==> src/rtl/delay_pipe_ctrl.sv <==
// Issue/credit controller for a fixed-latency delay-line datapath.
// Frames of FRAME_LEN beats are issued under a credit limit, and a valid/last pipe tracks them to the output.
//
// state | meaning
// IDLE  | waiting for start; outstanding credits may still be returning
// RUN   | accepting beats while credits are available
// DRAIN | frame fully issued; waiting for credits and the pipe to empty
module delay_pipe_ctrl #(
    parameter int LATENCY   = 2,
    parameter int CREDITS   = 4,
    parameter int FRAME_LEN = 16
) (
    input  logic clk,
    input  logic rst,
    input  logic start,
    input  logic s_valid,
    output logic s_ready,
    output logic dp_en,
    output logic dp_valid,
    output logic dp_last,
    input  logic credit_ret,
    output logic busy,
    output logic done,
    output logic err
);

    typedef enum logic [1:0] {IDLE, RUN, DRAIN} state_t;

    localparam logic [3:0]  CRED_MAX  = 4'(CREDITS);
    localparam logic [15:0] LAST_BEAT = 16'(FRAME_LEN - 1);

    state_t      state, state_nxt;
    logic [3:0]  outstanding;
    logic [15:0] beat_cnt;
    logic        issue_last;
    logic        cred_ok;
    logic        pipe_busy;

    assign s_ready    = (state == RUN) && (outstanding < CRED_MAX);
    assign dp_en      = s_valid && s_ready;
    assign issue_last = dp_en && (beat_cnt == LAST_BEAT);
    assign cred_ok    = credit_ret && (outstanding != 4'd0);
    assign busy       = (state != IDLE);

    always_comb begin
        state_nxt = state;
        done      = 1'b0;
        case (state)
            IDLE:    if (start) state_nxt = RUN;
            RUN:     if (issue_last) state_nxt = DRAIN;
            DRAIN: begin
                if ((outstanding == 4'd0) && !pipe_busy) begin
                    done      = 1'b1;
                    state_nxt = IDLE;
                end
            end
            default: state_nxt = IDLE;
        endcase
    end

    always_ff @(posedge clk) begin
        if (rst) begin
            state <= IDLE;
        end else begin
            state <= state_nxt;
        end
    end

    // A credit with nothing outstanding is ignored for counting and flagged.
    always_ff @(posedge clk) begin
        if (rst) begin
            outstanding <= 4'd0;
            beat_cnt    <= 16'd0;
            err         <= 1'b0;
        end else begin
            if ((state == IDLE) && start) begin
                beat_cnt <= 16'd0;
            end else if (dp_en) begin
                beat_cnt <= beat_cnt + 16'd1;
            end
            if (dp_en && !cred_ok) begin
                outstanding <= outstanding + 4'd1;
            end else if (!dp_en && cred_ok) begin
                outstanding <= outstanding - 4'd1;
            end
            if (credit_ret && (outstanding == 4'd0)) begin
                err <= 1'b1;
            end
        end
    end

    generate
        if (LATENCY == 0) begin : g_comb
            assign dp_valid  = dp_en;
            assign dp_last   = issue_last;
            assign pipe_busy = 1'b0;
        end else begin : g_pipe
            logic [LATENCY-1:0] vld_pipe;
            logic [LATENCY-1:0] last_pipe;

            always_ff @(posedge clk) begin
                if (rst) begin
                    vld_pipe  <= '0;
                    last_pipe <= '0;
                end else begin
                    vld_pipe[0]  <= dp_en;
                    last_pipe[0] <= issue_last;
                    for (int i = 1; i < LATENCY; i++) begin
                        vld_pipe[i]  <= vld_pipe[i-1];
                        last_pipe[i] <= last_pipe[i-1];
                    end
                end
            end

            assign dp_valid  = vld_pipe[LATENCY-1];
            assign dp_last   = last_pipe[LATENCY-1];
            assign pipe_busy = |vld_pipe;
        end
    endgenerate

endmodule
==> config.mk <==
export PLATFORM = sky130hd
export DESIGN_NAME = delay_pipe_ctrl
export DESIGN_NICKNAME = d
export VERILOG_FILES = /design/src/rtl/delay_pipe_ctrl.sv
export SDC_FILE = /design/constraint.sdc
export NUM_CORES = 1
export LEC_CHECK = 0
export BUFFER_PORTS_ARGS = -buffer_cell sky130_fd_sc_hd__buf_2
export CAP_MARGIN = 25
export CORE_ASPECT_RATIO = 0.6
export CORE_MARGIN = 1
export CORE_UTILIZATION = 31
export DETAILED_ROUTE_END_ITERATION = 12
export MAX_ROUTING_LAYER = met4
export PLACE_DENSITY_LB_ADDON = 0.25
export SYNTH_ARGS = -nofsm -noshare
export SYNTH_HDL_FRONTEND = slang
export SYNTH_SLANG_ARGS = --single-unit
==> constraint.sdc <==
create_clock -name clk -period 5.5 [get_ports clk]
set_input_delay 1.1 -clock clk [delete_from_list [all_inputs] [get_ports clk]]
set_output_delay 1.1 -clock clk [all_outputs]
set_load 0.03 [all_outputs]
# Word level (Yosys, flattened, before mapping)
# Index checks and enable logic that the tools add are counted.
totals:
  register_bits: 27
  latch_bits: 0
  ramBits: 0
  mem_bits_ro: 0
  output_inout_bits: 7
  elab_cells: 44
  memories: 0
classes:
  addsub: 3
  n_mul: 0
  div_mod_pow: 0
  magnitude_cmp: 1
  n_eq_ne: 6
  n_shift: 0
  mux: 8
  n_bitwise: 0
  reduce_logical: 20
op_table:
  columns: ["op", "n"]
  rows:
  - ["16-bit by 1-bit adder with 16-bit output, second input constant", 1]
  - ["16-bit by 4-bit == test with 1-bit output, second input constant", 1]
  - ["1-bit logical AND", 9]
  - ["4-bit 2-to-1 mux", 2]
  - ["2-bit 2-to-1 mux", 3]
  - ["2-bit inequality test, second input constant", 3]
  - ["2-bit one-hot mux with 3 select lines", 1]
  - ["4-bit by 1-bit adder with 4-bit output, second input constant", 1]
  - ["4-bit zero test", 1]
  - ["4-bit by 3-bit < comparator with 1-bit output, second input constant", 1]
  - ["2-bit nonzero test", 2]
  - ["4-bit nonzero test", 1]
  - ["2-bit OR reduction", 2]
  - ["4-bit by 1-bit subtractor with 4-bit output, second input constant", 1]
  - ["1-bit zero test", 3]
  - ["3-bit AND reduction", 1]
  - ["2-bit by 1-bit == test with 1-bit output, second input constant", 1]
  - ["2-bit == test, second input constant", 1]
  - ["2-bit zero test", 1]
  - ["1-bit 2-to-1 mux", 2]

# Logic depth before layout (Yosys ltp)
depth:
  ltp_word: 7
  mapped_depth: 11

# Least setup slack after synthesis
# Ideal clock, no wire load.
synth_path:
  kind: "reg-to-output"
  startpoint: "register outstanding[0]"
  endpoint: "output port done"
  arrival_time_ns: 1.976
  required_time_ns: 4.400
  path_slack_ns: 2.424
  path_stages_with_launch: 4
  n_path_buf: 0
  path_cell_list: "dfxtp_1 -> or4_1 -> or3_1 -> nor3b_1"
synth_between:
  elab_chain_len: 4
synth_lines:
  columns: ["element", "line", "rtl"]
  rows:
  - ["start: declaration", "33", "logic [3:0] outstanding;"]
  - ["start signal: assignment", "82", "outstanding <= outstanding + 4'd1;"]
  - ["start signal: assignment", "84", "outstanding <= outstanding - 4'd1;"]
  - ["4-bit zero test", "52", "if ((outstanding == 4'd0) && !pipe_busy) begin"]
  - ["1-bit logical AND", "52", null]
  - ["1-bit 2-to-1 mux", "52", null]
  - ["1-bit 2-to-1 mux", "48", "case (state)"]
  - ["end: declaration", "23", "output logic done,"]
# No other way between the ends.

# Worst setup path in the final report
# Same ends and word-level chain as after synthesis.

==> summary.md <==
| Metric | Value |
|---|---|
| Post-Syn Area per Cell | `8.80 µm²` |
| Worst path required time | `4.40 ns` |
| Worst path cell trace | `or4_1 > or3_1 > nor3b_1 > buf_2` |
| CTS clk-pin slew, worst paths | `0.09 ns` |
| Die height | `52.0 µm` |
| Post-route DRC | `0` |
| IO Count | `12` |
| Worst path bufs/invs | `1` |
| Switching power | `0.180 mW` |
| N_diodes | `0` |
| GRT Resource Usage Total | `13.6%` |
| CP Data Arrival Time | `1.98 ns` |
| Async SR Flop Fraction | `0%` |
| Final instance area | `1430 µm²` |
| Most instantiated cells after synthesis | `dfxtp_1, nor2_1, nand2_1` |
| DR vias | `1071` |
| Setup TNS | `0 ns` |
| EDFF count, synth | `0` |
| Setup bufs post-CTS | `0` |
| Pin count of the biggest net entering global routing | `16` |
| Status | `complete, no violations` |
| Slew HR | `67.9%` |
| DRT iter0 DRCs | `86` |
| Top FF cell, synth | `dfxtp_1` |
| CTS tree | `yes` |
| P&R area growth vs syn | `10.7%` |
| RSZ-0062 raised after global routing | `no` |
| Share of layout cells above drive strength 1 | `13.4%` |
| Clock network power share | `20.9%` |
| Largest stage delay, worst path | `0.58 ns` |
| Clock root buffer | `clkbuf_8` |
| Pwr dens | `363 nW/µm²` |
| Post-synth top area cell | `dfxtp_1` |
| Static leakage | `0.553 nW` |
| Syn Std Cell Area | `1290 µm²` |
| Register area | `541 µm²` |
| Synth Register Bits | `27` |
| Net Sw Frac | `34.6%` |
| Total power | `0.520 mW` |
| Final max-slew violation count | `0` |
| Placed Area | `1390 µm²` |
| Post-route ant nets | `0` |
| Hpwl dp | `2000 µm` |
| Comb pwr share | `34.2%` |
| Crit share post-route | `56.0%` |
| Worst hold slack | `0.451 ns` |
| # port buffers | `11` |
| CTS buffer count | `3` |
| Most common cell in the netlist | `dfxtp_1` |
| Final hold violation count | `0` |
| Min-Delay Path Class | `reg2reg` |
| Final setup vio count | `0` |
| Crit path kind | `reg2out` |
| Initial antenna violation count | `0` |
| Routed WL | `2670 µm` |
| Syn Inst Count | `147` |
| Die Width | `85.4 µm` |
| # hold bufs at CTS | `0` |
| Critical Path Start Type | `flop` |
| First-pass GRT wire length | `4530 µm` |
| Sequential-to-total area share from yosys stat | `41.8%` |
| TritonCTS Sinks | `27` |
| Slew @ Worst Pin | `0.478 ns` |
| Resize count post-CTS | `0` |
| GPL Wtd Cong | `0.914` |
| CP top delay family | `simple AND/OR/NAND/NOR gates` |
| Sequential share of power | `44.9%` |
| Die area | `4440 µm²` |
| Worst slack at placement | `2.46 ns` |
| Critical path peak fanout | `4` |
| Final WS setup | `2.42 ns` |
| Synthesis Warnings | `0` |
| Multi-input gate area | `709 µm²` |
| CP Capture Type | `primary output` |
| Fillers | `410` |
| Max frequency | `0.325 GHz` |
| Max-Cap Viols | `0` |
| H-tree depth | `1` |
| Net count after synthesis | `157` |
| Post-layout min period | `3.08 ns` |
| Vias in the first global route | `1019` |
| CP max-delay cell | `or4_1` |
| Unique masters post-synth | `34` |
| First-pass DRT Iterations | `4` |
| Yosys top cell area share | `41.8%` |
| Nets | `168` |
| Via density | `5.25` |
| Initial core utilization | `33.8%` |
| Grt ovf | `0` |
| Core box area | `3830 µm²` |
| # rows | `17` |
| Top area cells in the synthesized netlist | `dfxtp_1, nor2_1, xor2_1` |
| Peak VDD IR | `0.000190 V` |
| Avg WL per Cell | `13.1 µm` |
| Cell Int Power | `0.340 mW` |
| Clock skew | `0.00270 ns` |
| Worst skew pair latency | `0.26 ns` |
| CTS max path bufs | `2` |
## final cells by class
class	count	area share (%)
multi-input combinational	110	49.5
sequential	27	37.7
tap	47	4.10
timing repair buffer	11	3.84
clock buffer	4	3.14
inverter	5	1.66
## cell families (layout without fill, tap and decap cells)
group	after synthesis	after routing	synth area share [%]
AOI/OAI and AO/OA	15	15	6.96
xor gates and xnor gates	11	11	7.45
adders and majority gates	5	5	5.42
buffers and inverters	10	20	3.38
DFF	27	27	41.8
muxes	3	3	2.42
and+or+nand+nor	76	76	32.6
## worst reg2reg max path: cells and delay by family (launching register included)
kind / cells / cell delay (ns)
multiplexers: 1 / 0.35
adder cells (fa/ha/maj): 2 / 0.50
AND/OR/NAND/NOR: 2 / 0.67
AO/OA/AOI/OAI: 3 / 0.53
flip-flops: 1 / 0.41
buffers and inverters: 3 / 0.32
## layout by cell type (no fill, tap or decap), types with 2 or more instances in the layout
cell type  synthesis  final
dfxtp_1           27     27
o21ai_0            3      3
buf_2              0     11
or2_2              2      2
nor2_1            25     25
nor3b_1            2      2
nor3_1             2      2
xnor2_1            5      5
xor2_1             6      6
nand4_1            6      6
clkbuf_8           0      3
or3_1              5      5
ha_1               4      4
or4_1              2      2
inv_1              4      4
nor4_1             4      4
mux2i_1            2      2
and4_1             3      3
nand3_1            7      7
nor2b_1            3      3
nand2_1           11     11
a21oi_1            7      7
## per-layer routing
| layer | global-route usage [%] | part of all wire [%] | vias to the layer above | wire [µm] |
|---|---|---|---|---|
| met4 | 4.72 | 1.0 | 0 | 27 |
| met2 | 22.0 | 45 | 19 | 1210 |
| met5 | - | 0 | - | 0 |
| met1 | 16.8 | 50 | 514 | 1340 |
| met3 | 3.33 | 3.1 | 2 | 83 |
| li1 | - | - | 536 | - |
## power groups by stage
stage	clock, mW	combinational, mW	sequential (mW)
6_report	0.109	0.178	0.234
2_1_floorplan	0	0.138	0.238
4_1_cts	0.115	0.178	0.234
5_1_grt	0.124	0.198	0.237
3_3_place_gp	0	0.171	0.237
3_5_place_dp	0	0.177	0.239
## metrics by stage
step           instances  utilization (%)
2_1_floorplan        147                -
3_3_place_gp         200             36.2
3_5_place_dp         200             36.2
4_1_cts              204             37.4
5_1_grt              204             37.4
6_report             204             37.4
## final timing paths
| check | depth (start not counted) | slack [ns] | to | startpoint |
|---|---|---|---|---|
| max reg2reg | 11 | 2.61 | outstanding[3]$_SDFFE_PP0P_ | state[0]$_SDFFE_PP0P_ |
| min reg2reg | 1 | 0.45 | g_pipe.last_pipe[1]$_SDFF_PP0_ | g_pipe.last_pipe[0]$_SDFF_PP0_ |
| min | 1 | 0.45 | g_pipe.last_pipe[1]$_SDFF_PP0_ | g_pipe.last_pipe[0]$_SDFF_PP0_ |
| max | 4 | 2.42 | done | outstanding[0]$_SDFFE_PP0P_ |
## flip-flops by register name (all words and copies together), names as in the netlist
| register | count |
|---|---|
| beat_cnt | 16 |
| g_pipe.vld_pipe | 2 |
| outstanding | 4 |
| g_pipe.last_pipe | 2 |
| state | 2 |
| err | 1 |
Power figures use the tool's default switching activity.
